`src/rtl/alu_serial_ctrl_if.sv`:
```
// Command/response handshake bundle for alu_serial_ctrl.
// master = command source and result sink; slave = the controller.
interface alu_serial_ctrl_if #(
  parameter int unsigned WIDTH = 8
);
  logic             req_valid;
  logic             req_ready;
  logic [2:0]       req_op;
  logic [WIDTH-1:0] req_a;
  logic [WIDTH-1:0] req_b;
  logic             resp_valid;
  logic             resp_ready;
  logic [WIDTH-1:0] resp_result;
  logic             resp_carry;
  logic             resp_zero;
  logic             resp_ovf;

  modport master (
    output req_valid, req_op, req_a, req_b, resp_ready,
    input  req_ready, resp_valid, resp_result, resp_carry, resp_zero, resp_ovf
  );

  modport slave (
    input  req_valid, req_op, req_a, req_b, resp_ready,
    output req_ready, resp_valid, resp_result, resp_carry, resp_zero, resp_ovf
  );
endinterface

```
`src/rtl/alu_serial_ctrl.sv`:
```
// Bit-serial sequencer driving one shared 1-bit ALU slice, LSB first, with SLT fix-up.
// Optional abort input enabled by defining ALU_SERIAL_ABORT_EN.
module alu_serial_ctrl #(
  parameter int unsigned WIDTH = 8,
  parameter int unsigned CW    = 5
) (
  input  logic       clk,
  input  logic       reset,
`ifdef ALU_SERIAL_ABORT_EN
  input  logic       abort,
`endif
  alu_serial_ctrl_if.slave bus,
  output logic       slice_a,
  output logic       slice_b,
  output logic [2:0] slice_sel,
  output logic       slice_cin,
  input  logic       slice_out,
  input  logic       slice_cout
);

  typedef enum logic [1:0] {StIdle, StRun, StFix, StDone} state_e;

  state_e           state_q, state_d;
  logic [2:0]       op_q, op_d;
  logic [WIDTH-1:0] a_q, a_d, b_q, b_d, res_q, res_d;
  logic [CW-1:0]    cnt_q, cnt_d;
  logic             carry_q, carry_d, sign_q, sign_d, ovf_q, ovf_d;
  logic [WIDTH-1:0] rres_q, rres_d;
  logic             rcarry_q, rcarry_d, rzero_q, rzero_d, rovf_q, rovf_d;
  logic             arith, is_slt, last_bit, load_resp, clear, abort_hit;

`ifdef ALU_SERIAL_ABORT_EN
  assign abort_hit = abort;
`else
  assign abort_hit = 1'b0;
`endif

  assign arith    = (op_q == 3'b000) || (op_q == 3'b001) || (op_q == 3'b011);
  assign is_slt   = (op_q == 3'b011);
  assign last_bit = (cnt_q == CW'(WIDTH - 1));

  assign bus.resp_result = rres_q;
  assign bus.resp_carry  = rcarry_q;
  assign bus.resp_zero   = rzero_q;
  assign bus.resp_ovf    = rovf_q;

  always_comb begin
    state_d   = state_q;
    op_d      = op_q;
    a_d       = a_q;
    b_d       = b_q;
    res_d     = res_q;
    cnt_d     = cnt_q;
    carry_d   = carry_q;
    sign_d    = sign_q;
    ovf_d     = ovf_q;
    rres_d    = rres_q;
    rcarry_d  = rcarry_q;
    rzero_d   = rzero_q;
    rovf_d    = rovf_q;
    load_resp = 1'b0;
    clear     = 1'b0;
    bus.req_ready  = 1'b0;
    bus.resp_valid = 1'b0;
    slice_a   = 1'b0;
    slice_b   = 1'b0;
    slice_sel = 3'b000;
    slice_cin = 1'b0;

    unique case (state_q)
      StIdle: begin
        bus.req_ready = 1'b1;
        if (bus.req_valid) begin
          op_d    = bus.req_op;
          a_d     = bus.req_a;
          b_d     = bus.req_b;
          res_d   = '0;
          cnt_d   = '0;
          // Subtraction is A + ~B + 1; the slice does the inversion.
          carry_d = (bus.req_op == 3'b001) || (bus.req_op == 3'b011);
          state_d = StRun;
        end
      end
      StRun: begin
        slice_a   = a_q[0];
        slice_b   = b_q[0];
        slice_cin = carry_q;
        slice_sel = is_slt ? 3'b001 : op_q;
        res_d     = {slice_out, res_q[WIDTH-1:1]};
        a_d       = a_q >> 1;
        b_d       = b_q >> 1;
        carry_d   = arith & slice_cout;
        cnt_d     = cnt_q + CW'(1);
        if (last_bit) begin
          sign_d = slice_out;
          ovf_d  = arith & (carry_q ^ slice_cout);
          if (is_slt) begin
            state_d = StFix;
          end else begin
            state_d   = StDone;
            load_resp = 1'b1;
          end
        end
        if (abort_hit) clear = 1'b1;
      end
      StFix: begin
        res_d     = WIDTH'(sign_q ^ ovf_q);
        state_d   = StDone;
        load_resp = 1'b1;
        if (abort_hit) clear = 1'b1;
      end
      StDone: begin
        bus.resp_valid = 1'b1;
        if (bus.resp_ready) state_d = StIdle;
      end
      default: state_d = StIdle;
    endcase

    if (load_resp) begin
      rres_d   = res_d;
      rcarry_d = carry_d;
      rovf_d   = ovf_d;
      rzero_d  = (res_d == '0);
    end

    if (clear) begin
      state_d  = StIdle;
      op_d     = '0;
      a_d      = '0;
      b_d      = '0;
      res_d    = '0;
      cnt_d    = '0;
      carry_d  = 1'b0;
      sign_d   = 1'b0;
      ovf_d    = 1'b0;
      rres_d   = '0;
      rcarry_d = 1'b0;
      rzero_d  = 1'b0;
      rovf_d   = 1'b0;
    end
  end

  always_ff @(posedge clk or posedge reset) begin
    if (reset) begin
      state_q  <= StIdle;
      op_q     <= '0;
      a_q      <= '0;
      b_q      <= '0;
      res_q    <= '0;
      cnt_q    <= '0;
      carry_q  <= 1'b0;
      sign_q   <= 1'b0;
      ovf_q    <= 1'b0;
      rres_q   <= '0;
      rcarry_q <= 1'b0;
      rzero_q  <= 1'b0;
      rovf_q   <= 1'b0;
    end else begin
      state_q  <= state_d;
      op_q     <= op_d;
      a_q      <= a_d;
      b_q      <= b_d;
      res_q    <= res_d;
      cnt_q    <= cnt_d;
      carry_q  <= carry_d;
      sign_q   <= sign_d;
      ovf_q    <= ovf_d;
      rres_q   <= rres_d;
      rcarry_q <= rcarry_d;
      rzero_q  <= rzero_d;
      rovf_q   <= rovf_d;
    end
  end

endmodule

```
`src/flat_wrapper.sv`:
```
// flat-port wrapper written by rule: the top's interface ports become plain ports
module alu_serial_ctrl_flat 
#(
  parameter int unsigned WIDTH = 8,
  parameter int unsigned CW    = 5
)
  (clk, reset, slice_a, slice_b, slice_sel, slice_cin, slice_out, slice_cout, bus_req_valid, bus_req_op, bus_req_a, bus_req_b, bus_resp_ready, bus_req_ready, bus_resp_valid, bus_resp_result, bus_resp_carry, bus_resp_zero, bus_resp_ovf);
  alu_serial_ctrl_if #(.WIDTH(WIDTH)) bus_i ();
  input  logic clk;
  input  logic reset;
  output logic slice_a;
  output logic slice_b;
  output logic [2:0] slice_sel;
  output logic slice_cin;
  input  logic slice_out;
  input  logic slice_cout;
  input wire logic [$bits(bus_i.req_valid)-1:0] bus_req_valid;
  input wire logic [$bits(bus_i.req_op)-1:0] bus_req_op;
  input wire logic [$bits(bus_i.req_a)-1:0] bus_req_a;
  input wire logic [$bits(bus_i.req_b)-1:0] bus_req_b;
  input wire logic [$bits(bus_i.resp_ready)-1:0] bus_resp_ready;
  output wire logic [$bits(bus_i.req_ready)-1:0] bus_req_ready;
  output wire logic [$bits(bus_i.resp_valid)-1:0] bus_resp_valid;
  output wire logic [$bits(bus_i.resp_result)-1:0] bus_resp_result;
  output wire logic [$bits(bus_i.resp_carry)-1:0] bus_resp_carry;
  output wire logic [$bits(bus_i.resp_zero)-1:0] bus_resp_zero;
  output wire logic [$bits(bus_i.resp_ovf)-1:0] bus_resp_ovf;
  assign bus_i.req_valid = bus_req_valid;
  assign bus_i.req_op = bus_req_op;
  assign bus_i.req_a = bus_req_a;
  assign bus_i.req_b = bus_req_b;
  assign bus_i.resp_ready = bus_resp_ready;
  assign bus_req_ready = bus_i.req_ready;
  assign bus_resp_valid = bus_i.resp_valid;
  assign bus_resp_result = bus_i.resp_result;
  assign bus_resp_carry = bus_i.resp_carry;
  assign bus_resp_zero = bus_i.resp_zero;
  assign bus_resp_ovf = bus_i.resp_ovf;
  alu_serial_ctrl #(.WIDTH(WIDTH), .CW(CW)) u_core (.clk(clk), .reset(reset), .bus(bus_i), .slice_a(slice_a), .slice_b(slice_b), .slice_sel(slice_sel), .slice_cin(slice_cin), .slice_out(slice_out), .slice_cout(slice_cout));
endmodule
```
`config.mk`:
```
export PLATFORM = sky130hd
export DESIGN_NAME = alu_serial_ctrl_flat
export DESIGN_NICKNAME = d
export VERILOG_FILES = /design/src/rtl/alu_serial_ctrl_if.sv /design/src/rtl/alu_serial_ctrl.sv /design/src/flat_wrapper.sv
export SDC_FILE = /design/constraint.sdc
export NUM_CORES = 1
export LEC_CHECK = 0
export ABC_AREA = 1
export ABC_CLOCK_PERIOD_IN_PS = 1400
export CAP_MARGIN = 20
export CORE_UTILIZATION = 30
export CTS_CLUSTER_DIAMETER = 200
export DETAILED_ROUTE_END_ITERATION = 8
export HOLD_SLACK_MARGIN = 0.02
export SLEW_MARGIN = 0
export SYNTH_ARGS = -nofsm -noshare
export SYNTH_HDL_FRONTEND = slang
export SYNTH_SLANG_ARGS = --single-unit
```
`constraint.sdc`:
```
create_clock -name clk -period 1.4 [get_ports clk]
set_input_delay 0.28 -clock clk [delete_from_list [all_inputs] [get_ports clk]]
set_output_delay 0.28 -clock clk [all_outputs]
set_load 0.02 [all_outputs]
```
# --- Word-level counts from Yosys, hierarchy flattened ---
# Index checks and enable logic that the tools add are counted.
op_classes:
  n_mux: 27
  n_reduce_logical: 11
  bitwise: 4
  n_eq_ne: 11
  add_sub_neg: 1
ops:
  columns: ["operator", "n"]
  rows:
  - ["$pmux W8 S2", 2]
  - ["$mux W8", 3]
  - ["$pmux W8 S3", 1]
  - ["$mux W1", 11]
  - ["$pmux W5 S2", 1]
  - ["$logic_not A8 Y1", 1]
  - ["$pmux W2 S4", 1]
  - ["$eq A3 B1 Y1 const B", 2]
  - ["$eq A3 B2 Y1 const B", 2]
  - ["$mux W2", 3]
  - ["$mux W3", 2]
  - ["$reduce_and A2 Y1", 3]
  - ["$add A5 B1 Y5 const B", 1]
  - ["$eq A5 B3 Y1 const B", 1]
  - ["$mux W5", 1]
  - ["$eq A2 B2 Y1 const B", 2]
  - ["$ne A2 B2 Y1 const B", 2]
  - ["$pmux W1 S2", 2]
  - ["$logic_not A3 Y1", 1]
  - ["$logic_or A1 B1 Y1", 3]
  - ["$reduce_and A3 Y1", 1]
  - ["$and A1 B1 Y1", 2]
  - ["$eq A2 B1 Y1 const B", 1]
  - ["$logic_not A2 Y1", 1]
  - ["3 further kinds", 4]
totals:
  elab_cells: 67
  input_bits: 25
  output_inout_bits: 19
  regBits: 48

# --- Logic depth before layout (Yosys ltp) ---
logic_depth:
  word_depth: 6
  depth_mapped: 12
  mapped_depth_nobuf: 11

# --- Worst setup path before layout ---
# Ideal clock, no wire load.
synth_path:
  path_type: "flip-flop to flip-flop"
  start: "register u_core.state_q[0]"
  end: "register u_core.cnt_q[4]"
  setup_time_ns: 0.133
  period_less_slack_ns: 1.638
  slack_ns: -0.238
  n_path_buf: 0
  required_ns: 1.267
  arrival_ns: 1.505
  stages_incl_launch_ff: 10
  path_cell_list: "dfrtp_1 -> inv_1 -> ha_1 -> nand2_4 -> o21ai_2 -> inv_4 -> nand2_2 -> inv_1 -> a21oi_2 -> nor3_2"
synth_via:
  elab_chain_len: 3
  word_cells_on_any_way: 6
  classes_between: "eq/ne (2); mux (1); reduce/logical (3)"
synth_lines:
  columns: ["element", "line", "text"]
  rows:
  - ["start, declared", "alu_serial_ctrl.sv:23", "state_e state_q, state_d;"]
  - ["start signal, assigned", "alu_serial_ctrl.sv:145", "state_q <= StIdle;"]
  - ["start signal, assigned", "alu_serial_ctrl.sv:159", "state_q <= state_d;"]
  - ["$eq A2 B1 Y1 / $logic_not A2 Y1 (equally long branches)", "alu_serial_ctrl.sv:70", "unique case (state_q)"]
  - ["$reduce_bool A2 Y1 (no source line) / $ne A2 B2 Y1 (equally long branches)", null, null]
  - ["$reduce_and A2 Y1 (no source line)", null, null]
  - ["end signal, assigned", "alu_serial_ctrl.sv:164", "cnt_q <= cnt_d;"]
  - ["end, declared", "alu_serial_ctrl.sv:26", "logic [CW-1:0] cnt_q, cnt_d;"]
# Several ways; a longest one is shown, not always the timed one.
# A chain may end at the register's enable or synchronous reset.

# --- Worst setup path after layout ---
# Same ends and word-level chain as after synthesis.

==> flow_summary.json <==
{
  "rr_startpoint": "u_core.state_q[0]",
  "path_class": "reg2reg",
  "drtIter0Drc": 57,
  "rows": 31,
  "dpl.hpwl_um": 3821,
  "fmax_mhz": 608.5,
  "finalSetupViolations": 47,
  "yosys_warnings": 0,
  "ys_seq_elements": 48,
  "syn_area_mm2": 0.002295,
  "nets": 400,
  "antenna_found_initial": 0,
  "hold_path.class": "in2async",
  "cts_tree": "done",
  "rsz0062_at_grt": "yes",
  "drc": 0,
  "syn_to_final_growth_pct": 74.81,
  "die_area_mm2": 0.008003,
  "cp-start-kind": "register",
  "syn_nets": 302,
  "coreArea_mm2": 0.007331,
  "end_kind": "register",
  "crit_chain": "ha_4 > buf_4 > o21ai_4 > clkinv_4 > nand2_4 > inv_4 > a21oi_2 > nor3_2",
  "critPathRequiredTime_ns": 1.60,
  "clk_path_buf_depth": 2,
  "grt_max_degree": 25,
  "arrival_ns": 1.85,
  "cp_num_buf_inv": 3,
  "power_uw": 8792,
  "hold_violations": 0,
  "fin_crit_ns": 1.644,
  "ir_drop_mv": 1.127,
  "critPathLaunch": "u_core.state_q[0]",
  "clk_latency_ns": 0.32,
  "cts.clk_slew.worst_paths_ns": 0.10,
  "slowest_stage": "dfrtp_2",
  "num_io_pins": 44,
  "pwr_density_cell_mw_per_mm2": 2192,
  "postRouteAntennaNets": 0,
  "fin_util_pct": 54.72,
  "grt_pass1_wl_um": 9052,
  "dp_slack_ns": -0.2613,
  "wl_per_cell_um": 12.74,
  "dp.cells": 445,
  "cts_root_buf": "clkbuf_8",
  "cts_buffers": 5,
  "drt_pass1_iterations": 4,
  "tightest_slew_ns": 0.2913,
  "n_antenna_cell": 0,
  "stdcell_count": 469,
  "start_util_pct": 31.30,
  "avgSynthCellArea_um2": 8.468,
  "syn_inst": 271,
  "grt_overflow": 0,
  "synth_common_cells": "nand2_1 (90), dfrtp_1 (48), nor2_1 (31)",
  "yosys.area.top_type_share_pct": 52.34,
  "drv_slew": 0,
  "synth_edf_count": 0,
  "max_stage_delay_ns": 0.46,
  "fin_skew_ns": 0.007519,
  "routed_wl_um": 5977,
  "slew_headroom_pct": 80.54,
  "violations": "negative setup slack",
  "timing.final.crit_share_pct": 117.4,
  "grt_pass1_vias": 2044,
  "setup_tns_ns": -6.960,
  "grt_use_total_pct": 14.94,
  "async_reset_ff_share_pct": 100.0,
  "cap_violations": 0,
  "synthFlopType": "dfrtp_1",
  "yosysUniqueCellTypes": 27,
  "via_per_inst": 4.512,
  "critPathTopFamily": "flip-flops",
  "die_h_um": 89.46,
  "htree_levels": 2,
  "gp_congestion": 0.7958,
  "n_fill_cell": 629,
  "vias": 2116,
  "leakage_uw": 0.001952,
  "yosysTopAreaCell": "dfrtp_1",
  "cts_sinks": 48,
  "drive_gt1_share_pct": 48.65,
  "setup_ws_ns": -0.2435,
  "cp_max_fo": 7,
  "port_buffers": 43,
  "status": "complete, but fails checks",
  "dieWidth_um": 89.46,
  "synth_most_common_cell": "nand2_1",
  "ys_seq_area_share_pct": 52.34,
  "netlist_top_cells_area": "dfrtp_1 (52%), nand2_1 (15%), nor2_1 (5.1%), inv_1 (4.4%), a31oi_1 (3.8%)"
}
[path summary, 6_finish.rpt]
kind | to | slack (ns) | cells after the start
hold / removal | u_core.a_q[1] | 0.26 | 2
max in group asynchronous | u_core.state_q[0] | 0.72 | 3
setup / recovery | u_core.cnt_q[4] | -0.24 | 8
setup reg to reg | u_core.cnt_q[4] | -0.24 | 8
hold reg to reg | u_core.bus.resp_zero | 0.48 | 2
min in group clk | u_core.bus.resp_zero | 0.48 | 2
[cells in the final DEF, fill, tap and decap left out, types with 10 or more instances in the layout]
| cell | instances |
|---|---|
| a31oi_1 | 13 |
| buf_4 | 26 |
| buf_6 | 27 |
| clkdlybuf4s50_1 | 24 |
| dfrtp_1 | 47 |
| dlygate4sd2_1 | 11 |
| inv_1 | 13 |
| inv_2 | 10 |
| nand2_1 | 59 |
| nand2_2 | 16 |
| nand2_4 | 20 |
| nor2_2 | 12 |
| nor2_4 | 14 |
[report_power, final]
| part | total (uW) | internal, uW | switching, uW |
|---|---|---|---|
| Combinational | 5450 | 2670 | 2770 |
| Clock | 1050 | 538 | 511 |
| Sequential | 2300 | 1910 | 392 |
| Total | 8790 | 5120 | 3670 |
[area by class of cell]
type | count | area [um2] | area share, %
repair buffers | 98 | 1031 | 25.70
inverters | 32 | 156.4 | 3.899
well taps | 99 | 123.9 | 3.088
clock inverters | 3 | 46.29 | 1.154
clock buffers | 5 | 68.82 | 1.716
multi-input cells | 184 | 1383 | 34.47
flip-flops and latches | 48 | 1202 | 29.97
[flip-flops by register name, indices dropped and copies added, names as in the netlist]
register                count
u_core.carry_q              1
u_core.bus.resp_carry       1
u_core.a_q                  8
u_core.b_q                  8
u_core.bus.resp_result      8
u_core.ovf_q                1
u_core.sign_q               1
u_core.state_q              2
u_core.op_q                 3
u_core.bus.resp_ovf         1
u_core.cnt_q                5
u_core.bus.resp_zero        1
u_core.res_q                8
[metal layers]
metal  GRT usage (%)  wire length [um]  share of wire [%]  vias to the layer above
met3           3.047               197                3.3                       10
met1           17.71              2645                 44                     1013
met5               0                 0                  0                        -
met2           26.30              3041                 51                       32
met4           6.349                93                1.6                        0
li1                -                 -                  -                     1061
[cells by family after synthesis]
kind of cell    after synthesis  share of synthesized area [%]
simple gates                137                          24.32
flops                        48                          52.34
buf+inv                      40                          8.288
compound gates               39                          11.40
fa+ha+maj                     6                          3.271
xor+xnor                      1                         0.3817
[worst reg2reg max path, cell delays in order (launching register included)]
cell	delay, ns
dfrtp_2	0.46
ha_4	0.19
buf_4	0.16
o21ai_4	0.22
clkinv_4	0.17
nand2_4	0.13
inv_4	0.04
a21oi_2	0.13
nor3_2	0.04
[timing repair]
| item | in CTS | in global routing |
|---|---|---|
| buffers inserted | 5 | 11 |
| resized for setup | 114 | 103 |
| hold buffers | 0 | 0 |
| hold endpoints to repair | 0 | 0 |
| pin swaps | 15 | 26 |
| setup endpoints to repair | 61 | 55 |
| cloned | 1 | 2 |
[through the flow]
step	area, um2	hold slack (ns)
after floorplan	2349	0.3097
after global placement	3178	0.4696
after CTS	3550	0.2676
after detailed placement	3178	0.4679
after global routing	4011	0.2656
final	4011	0.2627
(Power assumes the default switching activity.)
==> variant: new RTL, same flow settings <==
`CW` is set to 5 in 2 places; all go to 6.
--- a/src/rtl/alu_serial_ctrl.sv
+++ b/src/rtl/alu_serial_ctrl.sv
@@ -2,7 +2,7 @@
 // Optional abort input enabled by defining ALU_SERIAL_ABORT_EN.
 module alu_serial_ctrl #(
   parameter int unsigned WIDTH = 8,
-  parameter int unsigned CW    = 5
+  parameter int unsigned CW    = 6
 ) (
   input  logic       clk,
   input  logic       reset,
--- a/src/flat_wrapper.sv
+++ b/src/flat_wrapper.sv
@@ -2,7 +2,7 @@
 module alu_serial_ctrl_flat 
 #(
   parameter int unsigned WIDTH = 8,
-  parameter int unsigned CW    = 5
+  parameter int unsigned CW    = 6
 )
   (clk, reset, slice_a, slice_b, slice_sel, slice_cin, slice_out, slice_cout, bus_req_valid, bus_req_op, bus_req_a, bus_req_b, bus_resp_ready, bus_req_ready, bus_resp_valid, bus_resp_result, bus_resp_carry, bus_resp_zero, bus_resp_ovf);
   alu_serial_ctrl_if #(.WIDTH(WIDTH)) bus_i ();
Behaviour: same outputs for any inputs over 10 cycles, from zero or initial values and one cycle with reset high; that may be too few to reach the edited logic, so the function may still have changed.
==> variant against the unedited design <==
  * The flow still finishes with violations (setup timing)
  * Maximum frequency down 2.1%
  * Setup slack worse by 0.035 ns
  * Count of clock-buffer cells in the layout up 1
  * Wire length up 7.4%
  * Sequential share of layout area down 0.10 points
  * Power up 8.1%
  * First-iteration DRC count up 1.8%
  * Global-route usage up 0.12 points
  * Sequential cell count up 1
  * Synthesized area up 1.7%
  * Design area up 2.4%
==> variant: results (changes against the unedited design) <==
Register Area=1230 µm² (+2.1%); routability cong.=0.769 (-3.3%); Int Power=5.44 mW (+6.3%); layout cells sized above 1=0.467 (-0.0191); Initial DRC Count=58 (+1.8%); count of mapped cells out of synthesis=281 (+3.7%); CP max stage delay=0.37 ns (-0.09 ns); skew final=0.00836 ns (+0.000844 ns); # setup viols final=53 (+13%); status=finished with violations; cell family with most CP delay=buffers and inverters; Multi-In Gates=193 (+4.9%); Clock power frac=0.115 (-0.004); largest net degree at the start of global routing=50 (+100%); first-pass GRT wire length=10000 µm (+11%); Peak VDD IR=0.00112 V (-0.95%); pre-CTS WS=-0.347 ns (-0.0856 ns); WP data arrival=1.88 ns (+0.03 ns); area delta synth->final=76.0%; Mapped Nets=312 (+3.3%); power share of the sequential group=0.252 (-0.009); Clock-cell share=0.0292 (+0.000536); slowest CP cell=dfrtp_1; static leakage=1.95 nW (-0.13%); vias in the first global route=2299 (+12%); DR vias/cell=4.68 (+3.7%); failing checks=setup timing; setup TNS=-9.31 ns (-2.35 ns); top post-synthesis cells by count=nand2_1 (98), dfrtp_1 (49), nor2_1 (34); # fillers=630 (+0.16%); DP HPWL=4010 µm (+5.0%); Final #Nets=413 (+3.3%); Seq/Total Area, Yosys=0.525 (+0.00174); met1 wire length=2660 µm (+0.64%); met3 WL=258 µm (+31%); Synth cell types=28 (+3.7%); invs w/o clock=31 (-3.1%); Final Worst Setup Slack=-0.278 ns (-0.0348 ns); Pre-antenna DRT Iters=4 (unchanged); Synth Register Bits=49 (+2.1%); met2 WL post-DR=3400 µm (+12%); total routed wirelength=6420 µm (+7.4%); Non-clk bufs=102 (+4.1%); Least-Margin Pin Slew=0.301 ns (+0.00986 ns); synthesized-area fraction occupied by xor and xnor cells=0.00375 (-0.0000655); grt met3 use=0.0313 (+0.000832); placed inst area=3310 µm² (+4.1%); P_seq=2.40 mW (+4%); synth top area cells=dfrtp_1 (53%), nand2_1 (16%), nor2_1 (5.5%), a31oi_1 (4.0%), inv_1 (3.7%)
-- variant: changes by cell type after synthesis, sizes merged --
cell	before	now
o41ai	0	1
buf	5	6
nor2	31	35
o21ai	11	13
a211oi	1	0
inv	32	31
dfrtp	48	49
a31oi	14	15
clkbuf	3	2
o211ai	1	0
nand2	96	102
nor4	0	1
a21oi	8	5
-- variant: final timing paths --
path	start	endpoint	slack [ns]	cells past startpoint
setup / recovery	u_core.state_q[1]	u_core.a_q[1]	-0.28	9
hold reg to reg	u_core.bus.resp_result[7]	u_core.bus.resp_result[7]	0.48	2
hold / removal	reset	u_core.bus.resp_result[7]	0.40	3
setup reg to reg	u_core.state_q[1]	u_core.a_q[1]	-0.28	9
max in group asynchronous	reset	u_core.state_q[0]	0.77	3
min in group clk	u_core.bus.resp_result[7]	u_core.bus.resp_result[7]	0.48	2
-- variant: what timing repair did --
action                     in CTS  in global routing
hold buffers                    0                  0
cloned                          1                  1
buffers inserted                6                  4
setup endpoints to repair      67                 57
pin swaps                      14                 17
gates resized for setup       113                 91
